<file path="config.mk">
export PLATFORM = sky130hd
export DESIGN_NAME = mem_access_stage
export DESIGN_NICKNAME = d
export VERILOG_FILES = /design/src/rtl/mem_access_stage_pkg.sv /design/src/rtl/mem_access_stage_load_align.sv /design/src/rtl/mem_access_stage.sv
export SDC_FILE = /design/constraint.sdc
export NUM_CORES = 1
export LEC_CHECK = 0
export ABC_AREA = 1
export CAP_MARGIN = 20
export CORE_MARGIN = 1
export CORE_UTILIZATION = 30
export DETAILED_ROUTE_END_ITERATION = 7
export SYNTH_ARGS = -nofsm -noshare
export SYNTH_HDL_FRONTEND = slang
export SYNTH_HIERARCHICAL = 1
export SYNTH_SLANG_ARGS = --single-unit
</file>
<file path="constraint.sdc">
create_clock -name clk -period 1.8 [get_ports clk]
set_input_delay 0.45 -clock clk [delete_from_list [all_inputs] [get_ports clk]]
set_output_delay 0.45 -clock clk [all_outputs]
set_load 0.01 [all_outputs]
</file>
<file path="src/rtl/mem_access_stage_pkg.sv">
// Shared encodings and store-lane helpers for the MEM pipeline stage.
// Memory access size codes, write-back source codes and FSM states live here.
package mem_access_stage_pkg;

  localparam int MEM_SIZE_LENGTH = 2;
  localparam logic [MEM_SIZE_LENGTH-1:0] MEM_SIZE_BYTE = 2'd0;
  localparam logic [MEM_SIZE_LENGTH-1:0] MEM_SIZE_HALF = 2'd1;
  localparam logic [MEM_SIZE_LENGTH-1:0] MEM_SIZE_WORD = 2'd2;

  localparam int WDATA_SRC_LENGTH = 2;
  localparam logic [WDATA_SRC_LENGTH-1:0] WDATA_SRC_ALU = 2'd0;
  localparam logic [WDATA_SRC_LENGTH-1:0] WDATA_SRC_MEM = 2'd1;
  localparam logic [WDATA_SRC_LENGTH-1:0] WDATA_SRC_PC8 = 2'd2;

  typedef enum logic {
    ST_IDLE = 1'b0,
    ST_WAIT = 1'b1
  } state_e;

  function automatic logic is_misaligned(input logic [MEM_SIZE_LENGTH-1:0] size,
                                         input logic [1:0] lo);
    return ((size == MEM_SIZE_HALF) && lo[0]) ||
           ((size == MEM_SIZE_WORD) && (lo != 2'b00));
  endfunction

  function automatic logic [3:0] store_be(input logic [MEM_SIZE_LENGTH-1:0] size,
                                          input logic [1:0] lo);
    logic [3:0] be;
    be = 4'b1111;
    if (size == MEM_SIZE_BYTE)      be = 4'b0001 << lo;
    else if (size == MEM_SIZE_HALF) be = lo[1] ? 4'b1100 : 4'b0011;
    return be;
  endfunction

  // Narrow stores are replicated so the byte enables alone pick the lane.
  function automatic logic [31:0] store_wdata(input logic [MEM_SIZE_LENGTH-1:0] size,
                                              input logic [31:0] data);
    logic [31:0] w;
    w = data;
    if (size == MEM_SIZE_BYTE)      w = {4{data[7:0]}};
    else if (size == MEM_SIZE_HALF) w = {2{data[15:0]}};
    return w;
  endfunction

endpackage

</file>
<file path="src/rtl/mem_access_stage_load_align.sv">
// Load data aligner: picks the addressed byte/half of the read word and
// sign- or zero-extends it to 32 bits.
module load_align
  import mem_access_stage_pkg::*;
(
  input  logic [31:0]                rdata_i,
  input  logic [1:0]                 addr_lo_i,
  input  logic [MEM_SIZE_LENGTH-1:0] size_i,
  input  logic                       unsigned_i,
  output logic [31:0]                data_o
);

  logic [7:0]  byte_sel;
  logic [15:0] half_sel;

  always_comb begin
    byte_sel = rdata_i[{addr_lo_i, 3'b000} +: 8];
    half_sel = addr_lo_i[1] ? rdata_i[31:16] : rdata_i[15:0];
    case (size_i)
      MEM_SIZE_BYTE: data_o = {{24{~unsigned_i & byte_sel[7]}}, byte_sel};
      MEM_SIZE_HALF: data_o = {{16{~unsigned_i & half_sel[15]}}, half_sel};
      default:       data_o = rdata_i;
    endcase
  end

endmodule

</file>
<file path="src/rtl/mem_access_stage.sv">
// MEM pipeline stage: issues data-memory requests over req/ack, stalls the
// front of the pipe while an access is outstanding and registers MEM/WB.
module mem_access_stage
  import mem_access_stage_pkg::*;
#(
  parameter int TIMEOUT_CYCLES = 16
) (
  input  logic                        clk,
  input  logic                        rst_n,
  input  logic                        ex_valid,
  input  logic [31:0]                 ex_alu_res,
  input  logic [31:0]                 ex_store_data,
  input  logic                        ex_mem_read,
  input  logic                        ex_mem_write,
  input  logic [MEM_SIZE_LENGTH-1:0]  ex_mem_size,
  input  logic                        ex_mem_unsigned,
  input  logic [4:0]                  ex_reg_dst,
  input  logic                        ex_reg_write,
  input  logic [WDATA_SRC_LENGTH-1:0] ex_wdata_src,
  input  logic [31:0]                 ex_pc_plus8,
  output logic                        dmem_req,
  output logic                        dmem_we,
  output logic [31:0]                 dmem_addr,
  output logic [31:0]                 dmem_wdata,
  output logic [3:0]                  dmem_be,
  input  logic                        dmem_ack,
  input  logic [31:0]                 dmem_rdata,
  output logic                        mem_stall,
  output logic                        wb_valid,
  output logic                        wb_reg_write,
  output logic [31:0]                 wb_alu_res,
  output logic [31:0]                 wb_mem_data,
  output logic [31:0]                 wb_pc_plus8,
  output logic [4:0]                  wb_reg_dst,
  output logic [WDATA_SRC_LENGTH-1:0] wb_wdata_src,
  output logic                        mem_addr_err,
  output logic                        mem_bus_err
);

  localparam int CNT_W = (TIMEOUT_CYCLES > 1) ? $clog2(TIMEOUT_CYCLES) : 1;
  localparam logic [CNT_W-1:0] CNT_LAST = CNT_W'(TIMEOUT_CYCLES - 1);

  state_e                      state_q, state_d;
  logic [CNT_W-1:0]            cnt_q, cnt_d;
  logic [31:0]                 addr_q, addr_d;
  logic [31:0]                 wdata_q, wdata_d;
  logic [3:0]                  be_q, be_d;
  logic                        we_q, we_d;
  logic [MEM_SIZE_LENGTH-1:0]  size_q, size_d;
  logic                        uns_q, uns_d;
  logic [4:0]                  rd_q, rd_d;
  logic                        regw_q, regw_d;
  logic [WDATA_SRC_LENGTH-1:0] wsrc_q, wsrc_d;
  logic [31:0]                 pc8_q, pc8_d;

  logic                        wb_valid_q, wb_valid_d;
  logic                        wb_regw_q, wb_regw_d;
  logic [31:0]                 wb_alu_q, wb_alu_d;
  logic [31:0]                 wb_mem_q, wb_mem_d;
  logic [31:0]                 wb_pc8_q, wb_pc8_d;
  logic [4:0]                  wb_rd_q, wb_rd_d;
  logic [WDATA_SRC_LENGTH-1:0] wb_wsrc_q, wb_wsrc_d;
  logic                        addr_err_q, addr_err_d;
  logic                        bus_err_q, bus_err_d;

  logic [31:0] load_data;
  logic        is_mem;

  load_align u_load_align (
    .rdata_i    (dmem_rdata),
    .addr_lo_i  (addr_q[1:0]),
    .size_i     (size_q),
    .unsigned_i (uns_q),
    .data_o     (load_data)
  );

  assign is_mem     = ex_mem_read | ex_mem_write;
  assign dmem_req   = (state_q == ST_WAIT);
  assign dmem_we    = dmem_req & we_q;
  assign dmem_be    = dmem_req ? be_q : 4'b0000;
  assign dmem_addr  = {addr_q[31:2], 2'b00};
  assign dmem_wdata = wdata_q;

  assign wb_valid     = wb_valid_q;
  assign wb_reg_write = wb_regw_q;
  assign wb_alu_res   = wb_alu_q;
  assign wb_mem_data  = wb_mem_q;
  assign wb_pc_plus8  = wb_pc8_q;
  assign wb_reg_dst   = wb_rd_q;
  assign wb_wdata_src = wb_wsrc_q;
  assign mem_addr_err = addr_err_q;
  assign mem_bus_err  = bus_err_q;

  always_comb begin
    state_d    = state_q;
    cnt_d      = cnt_q;
    addr_d     = addr_q;
    wdata_d    = wdata_q;
    be_d       = be_q;
    we_d       = we_q;
    size_d     = size_q;
    uns_d      = uns_q;
    rd_d       = rd_q;
    regw_d     = regw_q;
    wsrc_d     = wsrc_q;
    pc8_d      = pc8_q;
    wb_valid_d = 1'b0;
    wb_regw_d  = 1'b0;
    addr_err_d = 1'b0;
    bus_err_d  = 1'b0;
    wb_alu_d   = wb_alu_q;
    wb_mem_d   = wb_mem_q;
    wb_pc8_d   = wb_pc8_q;
    wb_rd_d    = wb_rd_q;
    wb_wsrc_d  = wb_wsrc_q;
    mem_stall  = 1'b0;

    unique case (state_q)
      ST_IDLE: begin
        if (ex_valid && is_mem && !is_misaligned(ex_mem_size, ex_alu_res[1:0])) begin
          addr_d    = ex_alu_res;
          wdata_d   = store_wdata(ex_mem_size, ex_store_data);
          be_d      = ex_mem_write ? store_be(ex_mem_size, ex_alu_res[1:0]) : 4'b1111;
          we_d      = ex_mem_write;
          size_d    = ex_mem_size;
          uns_d     = ex_mem_unsigned;
          rd_d      = ex_reg_dst;
          regw_d    = ex_reg_write & ~ex_mem_write;
          wsrc_d    = ex_wdata_src;
          pc8_d     = ex_pc_plus8;
          cnt_d     = '0;
          state_d   = ST_WAIT;
          mem_stall = 1'b1;
        end else if (ex_valid) begin
          wb_valid_d = 1'b1;
          wb_regw_d  = ex_reg_write & ~is_mem;
          addr_err_d = is_mem;
          wb_alu_d   = ex_alu_res;
          wb_mem_d   = '0;
          wb_pc8_d   = ex_pc_plus8;
          wb_rd_d    = ex_reg_dst;
          wb_wsrc_d  = ex_wdata_src;
        end
      end

      // The timeout cycle also releases the stall, otherwise the abandoned
      // instruction would still sit in EX/MEM and be issued a second time.
      ST_WAIT: begin
        if (dmem_ack || (cnt_q == CNT_LAST)) begin
          state_d    = ST_IDLE;
          wb_valid_d = 1'b1;
          wb_regw_d  = regw_q & dmem_ack;
          bus_err_d  = ~dmem_ack;
          wb_alu_d   = addr_q;
          wb_mem_d   = (dmem_ack && !we_q) ? load_data : 32'd0;
          wb_pc8_d   = pc8_q;
          wb_rd_d    = rd_q;
          wb_wsrc_d  = wsrc_q;
        end else begin
          cnt_d     = cnt_q + CNT_W'(1);
          mem_stall = 1'b1;
        end
      end

      default: state_d = ST_IDLE;
    endcase
  end

  always_ff @(posedge clk or negedge rst_n) begin
    if (!rst_n) begin
      state_q    <= ST_IDLE;
      cnt_q      <= '0;
      addr_q     <= '0;
      wdata_q    <= '0;
      be_q       <= '0;
      we_q       <= 1'b0;
      size_q     <= '0;
      uns_q      <= 1'b0;
      rd_q       <= '0;
      regw_q     <= 1'b0;
      wsrc_q     <= '0;
      pc8_q      <= '0;
      wb_valid_q <= 1'b0;
      wb_regw_q  <= 1'b0;
      wb_alu_q   <= '0;
      wb_mem_q   <= '0;
      wb_pc8_q   <= '0;
      wb_rd_q    <= '0;
      wb_wsrc_q  <= '0;
      addr_err_q <= 1'b0;
      bus_err_q  <= 1'b0;
    end else begin
      state_q    <= state_d;
      cnt_q      <= cnt_d;
      addr_q     <= addr_d;
      wdata_q    <= wdata_d;
      be_q       <= be_d;
      we_q       <= we_d;
      size_q     <= size_d;
      uns_q      <= uns_d;
      rd_q       <= rd_d;
      regw_q     <= regw_d;
      wsrc_q     <= wsrc_d;
      pc8_q      <= pc8_d;
      wb_valid_q <= wb_valid_d;
      wb_regw_q  <= wb_regw_d;
      wb_alu_q   <= wb_alu_d;
      wb_mem_q   <= wb_mem_d;
      wb_pc8_q   <= wb_pc8_d;
      wb_rd_q    <= wb_rd_d;
      wb_wsrc_q  <= wb_wsrc_d;
      addr_err_q <= addr_err_d;
      bus_err_q  <= bus_err_d;
    end
  end

endmodule

</file>
==> results by group, run 1 <==
Worst setup path
  – Worst setup SP type: register
  – Setup CP Type: register to output port
  – Critical Path, Cell by Cell: nor3_2, buf_4, nand2_8, nand2_4, buf_6
  – Crit path max-delay cell type: dfrtp_4
  – Crit. End Element: output port
  – Largest stage delay on the critical path: 0.51 ns
  – Top delay family on crit path: flip-flops
  – Worst EP required: 1.35 ns
  – Worst endpoint data arrival time: 1.60 ns
  – Critical-path maximum fanout: 5
  – Buf+Inv Stages, Crit Path: 2

Yosys
  – Largest family of logic cells by synthesized area: simple AND/OR/NAND/NOR gates
  – Synthesized flop and latch total: 224
  – Syn Std Cell Area: 11200 sq um
  – Register area share after synthesis: 50.2%
  – Yosys top cell area share: 50.2%
  – Cell variety after synth: 35
  – Post-synthesis adder-cell area fraction: 0.112%
  – Post-synthesis xor/xnor area fraction: 0.0784%
  – Post-synth top area cell: dfrtp_1
  – Complex-gate fraction of the synthesized area: 11.0%
  – Post-Synth Simple-Gate Area: 28.1%
  – Mapped Avg Cell Area: 8.06 sq um
  – Top area cells in the synthesized netlist: dfrtp_1 50%, nand2_1 18%, nand3_1 5.5%
  – Multiplexer area fraction after synthesis: 0%
  – Gate Count Post-Synth: 1385
  – Yosys Warn Count: 6

Clocking
  – CTS tree: done
  – Clock sink total: 224
  – Num CTS Buffers: 27
  – Skew-Pair Late Insertion Delay: 0.54 ns
  – Clk slew on worst S/H paths: 0.06 ns
  – Clock Tree Root: clkbuf_16
  – Deepest clock path buffer count: 3
  – H-tree levels: 1

Timing
  – Setup TNS: -1.54 ns
  – Final hold vios: 0
  – Final worst path period need: 2.05 ns
  – Slew HR: 49.1%
  – Clock Skews: 0.00767 ns
  – Final count of negative-setup-slack endpoints: 20
  – RSZ-0062 raised after global routing: true
  – Achievable Freq: 487 MHz
  – Final worst slack: -0.253 ns
  – Final period util: 114%
  – Fin. max-slew vios: 0
  – Tightest Pin Transition: 0.764 ns

Place
  – GPL Wtd Cong: 0.882
  – Worst slack, placed: -0.830 ns
  – PortBufs: 320
  – Post-DP Area: 15100 sq um
  – Post-DP HPWL: 24.5 mm

Global routing
  – Met3 Use GR: 4.55%
  – Total Routing Usage GR: 18.1%
  – Vias in the first global route: 10.0k
  – Busiest grt layer: met2
  – Largest net degree at the start of global routing: 112
  – Met2 GRT Util: 29.5%
  – Antenna violations before repair: 1
  – Global route overflow: 0
  – Met1 GRT Util: 23.6%
  – First-pass GRT wire length: 54.9 mm

Drt
  – DRC Markers: 0
  – Drt total wl: 37.3 mm
  – Post-route ant nets: 0
  – Vias per std cell: 4.64
  – Vias after detailed routing: 10.3k
  – Drt wl/cell: 16.8 um
  – 1st-iter DRT viols: 481
  – DR pass1 iterations: 5

Power
  – Static Leak: 8.61 nW
  – P per Cell Area: 1190 nW/um^2
  – VDD IR max: 0.000648 V

Floorplan
  – CORE AREA: 36600 sq um
  – Die Wd: 195 um
  – Starting Density: 30.5%
  – FP Rows: 70
  – # IOs: 323
  – Die area: 38000 sq um
  – Chip height: 195 um

Cells and area
  – Final #Nets: 1874
  – Layout cells sized above 1: 15.1%
  – Fillers: 3662
  – Fin util: 44.6%
  – Fin area: 16300 sq um
  – P&R area growth vs syn: 46.3%

Worst hold path
  – Hold crit path type: primary input to async pin

Flow run
  – Total of max-cap violations: 0

Status
  – Status: finished, violations left
  – Violated checks: negative setup slack
==> Yosys cell counts <==
cell type    n
nand2_4      3
a21oi_1     12
buf_6       18
nor2_1      20
nand3_2     19
inv_8        1
buf_4       33
buf_2       27
dfrtp_1    224
o21ai_2     40
buf_1        5
nor2_4       4
or2_0        1
inv_4        1
o21ai_0     98
o21ai_1     53
xnor2_1      1
ha_1         1
conb_1       1
nand2_1    532
or2_1        3
nor3_1       1
inv_2        4
nand3_1    122
and2_0       3
clkbuf_1    32
nor2_2       2
inv_1       93
o211ai_1     8
and2_4       3
and2_1       1
a22oi_1      1
or2_2        4
buf_12       3
nand2_2     11
==> registers in the layout, summed over array words and instances, names as in the netlist, 2 cells and up <==
signal and cells:
rd_q 5, wb_alu_res 32, dmem_wdata 32, wsrc_q 2
be_q 4, size_q 2, addr_q 32, wb_pc_plus8 32
cnt_q 4, wb_reg_dst 5, wb_mem_data 32, wb_wdata_src 2
pc8_q 32
==> path summary, 6_finish.rpt <==
kind,endpoint,slack (ns),cells past startpoint,start
max,mem_stall,-0.25,5,dmem_req$_DFF_PN0_
min,wb_alu_res[28]$_DFFE_PN0P_,0.40,2,rst_n
max reg2reg,wb_reg_dst[4]$_DFFE_PN0P_,-0.02,10,dmem_req$_DFF_PN0_
min reg2reg,wb_reg_dst[3]$_DFFE_PN0P_,0.46,2,wb_reg_dst[3]$_DFFE_PN0P_
max in group asynchronous,dmem_req$_DFF_PN0_,0.77,3,rst_n
min in group clk,wb_reg_dst[3]$_DFFE_PN0P_,0.46,2,wb_reg_dst[3]$_DFFE_PN0P_
==> where the power goes <==
group	internal [mW]	switching, mW
clock	3.09	2.14
sequential	6.42	0.850
combinational	3.19	3.77
total	12.7	6.76
==> per-stage QoR <==
stage	power [mW]	hold WS (ns)	cells
floorplan	10.9	0.154	1386
global placement	14.5	0.374	2136
detailed placement	14.6	0.372	2136
CTS	19.2	0.393	2189
global route	20.7	0.416	2215
finish	19.5	0.404	2215
==> area by class of cell <==
| type | instances | area (sq um) | area share (%) |
|---|---|---|---|
| Antenna cell | 1 | 2.50 | 0.0153 |
| Clock buffer | 40 | 774 | 4.74 |
| Clock inverter | 7 | 60.1 | 0.368 |
| Inverter | 99 | 382 | 2.34 |
| Multi-Input combinational cell | 947 | 4530 | 27.7 |
| Sequential cell | 224 | 5610 | 34.3 |
| Tap cell | 468 | 586 | 3.58 |
| Timing Repair Buffer | 429 | 4390 | 26.9 |
==> cell families (layout without fill, tap and decap cells) <==
| family | Yosys count | count (layout) |
|---|---|---|
| compound gates | 212 | 212 |
| xor+xnor | 1 | 1 |
| fa+ha+maj | 1 | 1 |
| buf+inv | 217 | 575 |
| flops | 224 | 224 |
| other cells | 1 | 3 |
| simple gates | 729 | 731 |
==> layout by cell type (no fill, tap or decap), types with 8 or more instances in the layout <==
cell,synthesis,layout
a21oi_1,12,12
buf_12,3,21
buf_4,33,63
buf_6,18,12
clkbuf_1,32,8
clkbuf_16,0,39
clkdlybuf4s50_1,0,141
dfrtp_1,224,223
dlygate4sd2_1,0,170
inv_1,93,91
nand2_1,532,528
nand2_2,11,11
nand3_1,122,121
nand3_2,19,19
nor2_1,20,16
o211ai_1,8,8
o21ai_0,98,98
o21ai_1,53,53
o21ai_2,40,40
==> layer usage <==
metal	part of all wire [%]	vias up
met5	0	-
met1	44	4821
li1	-	5074
met2	46	327
met4	2.1	0
met3	7.5	50
==> repair_timing <==
action / CTS / global route
endpoints found under the hold margin: 30 / 0
endpoints found under the setup margin: 195 / 169
gates resized for setup: 216 / 22
cloned: 1 / 18
pin swaps: 2 / 4
setup buffers: 4 / 8
hold buffers: 1 / 0
Power figures use the tool's default switching activity.
==> run 2, diff against run 1 <==
--- a/config.mk
+++ b/config.mk
@@ -7,6 +7,7 @@
 export LEC_CHECK = 0
 export ABC_AREA = 1
 export CAP_MARGIN = 20
+export CORE_ASPECT_RATIO = 0.7
 export CORE_MARGIN = 1
 export CORE_UTILIZATION = 30
 export DETAILED_ROUTE_END_ITERATION = 7
==> results by group, run 2 (synthesis results as in run 1) <==
Status
  – Status: finished, violations left
  – Violated checks: negative setup slack

Floorplan
  – Die Wd: 233 um
  – CORE AREA: 36300 sq um
  – Starting Density: 30.8%
  – # IOs: 323
  – Chip height: 163 um
  – FP Rows: 58
  – Die area: 38000 sq um

Cells and area
  – Final std cells w/o fill: 2224
  – Final #Nets: 1874
  – Fin util: 46.9%
  – Commonest non-fill, non-tap cells in the layout: 391 x nand2_1, 222 x dfrtp_1, 168 x dlygate4sd2_1
  – Layout cells sized above 1: 22.8%
  – Commonest non-fill, non-tap cell in the layout: nand2_1
  – P&R area growth vs syn: 52.4%
  – Fin area: 17000 sq um
  – Fillers: 3567

Timing
  – Final worst slack: -0.229 ns
  – Clock Skews: 0.0301 ns
  – Tightest Pin Transition: 0.589 ns
  – Slew HR: 60.7%
  – RSZ-0062 raised after global routing: true
  – Final count of negative-setup-slack endpoints: 110
  – Achievable Freq: 493 MHz
  – Setup TNS: -5.66 ns
  – Fin. max-slew vios: 0
  – Final hold vios: 0
  – Final worst path period need: 2.03 ns
  – Final period util: 113%
  – Final hold slack: 0.307 ns

Worst setup path
  – Top delay family on crit path: buffers and inverters
  – Worst setup SP type: primary input
  – Crit. End Element: output port
  – Critical Path, Cell by Cell: clkdlybuf4s50_1, nand2_1, nor2_1, nor2_4, nand2_8, nand2_4, buf_6
  – Critical-path maximum fanout: 4
  – Worst EP required: 1.35 ns
  – Buf+Inv Stages, Crit Path: 2
  – Worst endpoint data arrival time: 1.58 ns
  – Largest stage delay on the critical path: 0.55 ns
  – Crit path max-delay cell type: clkdlybuf4s50_1
  – Setup CP Type: primary input to output port

Worst hold path
  – Hold crit path type: primary input to register

Place
  – Post-DP Area: 14900 sq um
  – PortBufs: 320
  – Worst slack, placed: -0.803 ns
  – Post-DP HPWL: 24.2 mm
  – GPL Wtd Cong: 0.855
  – Placed cell count: 2137

Global routing
  – Vias in the first global route: 10.2k
  – Global route overflow: 0
  – First-pass GRT wire length: 57.2 mm
  – Antenna violations before repair: 1
  – Total Routing Usage GR: 19.2%
  – Largest net degree at the start of global routing: 111

Clocking
  – H-tree levels: 1
  – Clk slew on worst S/H paths: 0.06 ns
  – Skew-Pair Late Insertion Delay: 0.56 ns
  – CTS tree: done
  – Clock Tree Root: clkbuf_16
  – Clock sink total: 224
  – Num CTS Buffers: 26
  – Deepest clock path buffer count: 3

Power
  – P per Cell Area: 1190 nW/um^2
  – Static Leak: 8.87 nW
  – VDD IR max: 0.000635 V
  – Final Power: 20.3 mW

Drt
  – Drt wl/cell: 17.3 um
  – Drt total wl: 38.6 mm
  – DRC Markers: 0
  – Post-route ant nets: 0
  – Vias per std cell: 4.69
  – DR pass1 iterations: 5
  – Vias after detailed routing: 10.4k
  – 1st-iter DRT viols: 698

Flow run
  – Total of max-cap violations: 0
## run 2: cell count changes in the layout (fill, tap and decap cells not counted), moves of 2 or more
cell	previous run	this run
clkinv_2	6	2
buf_12	21	23
dlygate4sd2_1	170	168
nand2_1	528	391
nand2_2	11	105
inv_2	6	4
clkbuf_8	5	3
buf_6	12	14
buf_16	2	13
inv_4	1	3
buf_4	63	54
nand2_4	5	48
clkbuf_16	39	33
buf_2	2	5
## run 2: what timing repair did
action / 4_1_cts / 5_1_grt
pin swaps: 3 / 9
setup buffers: 11 / 17
hold buffers: 1 / 0
hold endpoints to repair: 44 / 0
gates resized for setup: 235 / 218
cloned: 14 / 7
setup endpoints to repair: 252 / 206
## run 2: final cells by class
cell class,instances,area [sq um],share of cell area (%)
flip-flops and latches,224,5610,33.0
multi-input cells,946,5080,29.8
repair buffers,431,4530,26.6
clock buffers,38,726,4.26
well taps,480,601,3.53
inverters,99,387,2.27
clock inverters,5,86.3,0.507
diodes,1,2.50,0.0147
## run 2: worst min-delay path, delay by kind of cell
kind / cells / cell delay [ns]
and+or+nand+nor: 3 / 0.21
buffers and inverters: 1 / 0.17
## run 2: worst paths after layout
path / cells past startpoint / end / start / slack (ns)
setup / recovery: 7 / mem_stall / ex_mem_size[0] / -0.23
hold / removal: 4 / be_q[0]$_DFFE_PN0P_ / ex_mem_write / 0.31
setup reg to reg: 13 / wb_pc_plus8[18]$_DFFE_PN0P_ / dmem_req$_DFF_PN0_ / -0.08
hold reg to reg: 2 / dmem_wdata[31]$_DFFE_PN0P_ / dmem_wdata[31]$_DFFE_PN0P_ / 0.47
max in group asynchronous: 3 / wb_alu_res[2]$_DFFE_PN0P_ / rst_n / 0.66
min in group asynchronous: 2 / size_q[0]$_DFFE_PN0P_ / rst_n / 0.45
## run 2: metal layers
metal	vias to the layer above	share of wire [%]	global-route usage [%]
met5	-	0	0
met4	0	2.5	4.90
met3	48	6.0	3.89
met2	315	45	30.1
met1	5011	46	27.0
li1	5049	-	-
## run 2: report_power, final
| group | internal (mW) | switching [mW] |
|---|---|---|
| registers | 6.42 | 1.09 |
| clock network | 3.05 | 2.15 |
| logic | 3.55 | 4.01 |
| total | 13.0 | 7.26 |
==> RTL change: new RTL, config.mk and constraints of run 2 <==
Reset style: synchronous (`rst_n`), changed in one clocked block.
--- a/src/rtl/mem_access_stage.sv
+++ b/src/rtl/mem_access_stage.sv
@@ -166,7 +166,7 @@
     endcase
   end
 
-  always_ff @(posedge clk or negedge rst_n) begin
+  always_ff @(posedge clk) begin
     if (!rst_n) begin
       state_q    <= ST_IDLE;
       cnt_q      <= '0;
Check against the original RTL: differs if rst_n is asserted again (counterexample within 4 cycles, from zero or initial values and one cycle with rst_n low); with rst_n held inactive, the same outputs for 4 cycles.
==> RTL change against run 2 <==
Hold slack worse by 0.011 ns; the flow still finishes with violations (negative setup slack); worst setup slack better by 0.012 ns; final area down 8.0%; area after synthesis down 2.3%; critical path depth up 2; count of clock-buffer cells in the layout down 2; register-to-register slack better by 0.18 ns; clock skew down 0.0060 ns; largest cell class is now multi-input gates; sequential cell count unchanged; cell count up 6.7%; core utilization down 3.2 points; wire length up 1.3%; highest routed layer is now met5.
Power is not compared: it rests on default switching activity, and its combinational part moved more than twofold at a synthesized area within 25%.
==> RTL change: results (changes against run 2) <==
Final Net Count -> 2017 (+7.6%)
Post-synthesis xor/xnor area fraction -> 0.0802% (+0.0018 points)
WL met2 -> 17.7 mm (+2.2%)
DRT iter0 DRCs -> 783 (+12%)
Library cells used by synthesis -> 39 (+11%)
Num CTS Buffers -> 25 (-3.8%)
M3 GR Usage -> 4.10% (+0.20 points)
Footprint of the multi-input gates -> 5500 sq um (+8.2%)
Clkbuf count -> 36 (-5.3%)
Max incr delay on CP -> 0.49 ns (-0.06 ns)
GRT Overall Usage -> 19.9% (+0.68 points)
Port bufs -> 320 (unchanged)
Post-synth top flop -> dfxtp_1
# diodes -> 3 (+2)
Highest routed layer -> met5
Fraction of layout cells with a size suffix above 1 -> 10.7% (-12 points)
Post-synth ARST share -> 0% (-100 points)
Antenna violations before repair -> 5 (+4)
Synth Area in Compound Gates -> 12.0% (+0.94 points)
Met1 Wirelength -> 17.6 mm (-1.7%)
Min-Delay Path Class -> primary input to flop
CP max FO -> 3 (-1)
Multi-input combinational area share -> 35.1% (+5.2 points)
Met1 Use GR -> 26.6% (-0.40 points)
Biggest Area Class -> multi-input gates
Clock Skew -> 0.0240 ns (-0.00601 ns)
Seq cells -> 224 (unchanged)
DP Area -> 14800 sq um (-1.2%)
Syn-to-layout area delta -> 43.5%
Worst-path clk slew -> 0.06 ns (about the same)
Comb_multi_in -> 1179 (+25%)
Setup-failing EPs final -> 1 (-99%)
Non-clk buf share -> 25.9% (-0.77 points)
Final setup TNS -> -0.217 ns (+5.44 ns)
Filler cells -> 3719 (+4.3%)
Inverters -> 33 (-67%)
CP max stage cell -> clkdlybuf4s50_1
Post-Synth Adder-Cell Area -> 0.115% (+0.0026 points)
Clk_lat worst skew -> 0.55 ns
DRT Pass-1 Iters -> 6 (+1)
Violated checks -> negative setup slack
DP HPWL -> 26.4 mm (+9.4%)
Setup ws final -> -0.217 ns (+0.0116 ns)
Sequential share of cell area -> 28.7% (-4.3 points)
Post-synthesis sequential area ratio -> 41.1% (-9.1 points)
Met2 GRT Util -> 32.3% (+2.2 points)
Final WL -> 39.0 mm (+1.3%)
Non-clk bufs -> 408 (-5.3%)
Largest net degree at the start of global routing -> 122 (+9.9%)
Outcome -> finished, violations left
Final clock-cell share -> 5.64% (+0.87 points)
Vias in the first global route -> 10600 (+4.6%)
WL met3 -> 2.50 mm (+7.7%)
Vias/cell -> 4.74 (+1.2%)
Routability cong. -> 0.936 (+9.5%)
Synth top area cells -> dfxtp_1 (41%), nand2_1 (16%), nor2_1 (9.5%)
Synth top cells by count -> nand2_1 (462), nor2_1 (277), dfxtp_1 (224)
Top delay family on crit path -> buffers and inverters
Global-route wire length before repair -> 59.4 mm (+3.8%)
-- RTL change: cell types whose count changed in the layout (fill, tap and decap cells not counted), moves of 41 or more --
cell      change
nand2_4      -41
dfxtp_1     +220
nand3b_1     +72
nand2_1      +66
nand3_1      -67
inv_1        -66
dfrtp_1     -222
nor2_1      +259
a21oi_1     +110
nand2_2      -96
-- RTL change: final timing paths --
path / startpoint / endpoint / slack (ns) / cells after the start
worst max-delay path: ex_alu_res[1] / mem_stall / -0.22 / 9
worst min-delay path: rst_n / wb_alu_res[7]$_SDFFE_PN0P_ / 0.30 / 3
worst max register to register: cnt_q[0]$_SDFFE_PN0P_ / wb_pc_plus8[10]$_SDFFE_PN0P_ / 0.10 / 9
worst min register to register: dmem_wdata[25]$_SDFFE_PN0P_ / dmem_wdata[25]$_SDFFE_PN0P_ / 0.46 / 2
-- RTL change: timing repair --
item,CTS,global route
cloned,1,3
buffers inserted,2,4
pin swaps,5,5
resized for setup,228,11
setup endpoints to repair,176,86
-- RTL change: stage by stage --
step	power [mW]	setup WS [ns]	hold slack [ns]	std cells	utilization, %
after floorplan	7.61	0.194	0.444	1589	-
after global placement	9.21	-0.752	0.452	2314	41.2
after detailed placement	9.25	-0.759	0.454	2314	41.2
after CTS	14.7	-0.232	0.253	2363	43.3
after global routing	15.3	-0.245	0.278	2373	43.7
final	14.5	-0.217	0.296	2373	43.7
-- RTL change: power by group through the flow --
stage | logic [mW] | registers (mW) | clock network, mW
final | 3.37 | 5.63 | 5.53
after global routing | 3.71 | 5.68 | 5.93
after CTS | 3.34 | 5.63 | 5.74
after detailed placement | 3.50 | 5.75 | 0
after global placement | 3.47 | 5.74 | 0
after floorplan | 1.79 | 5.81 | 0
-- RTL change: tightest hold or removal path: stages --
cell     delay (ns)
buf_4          0.21
nand2_1        0.10
nor2_1         0.03
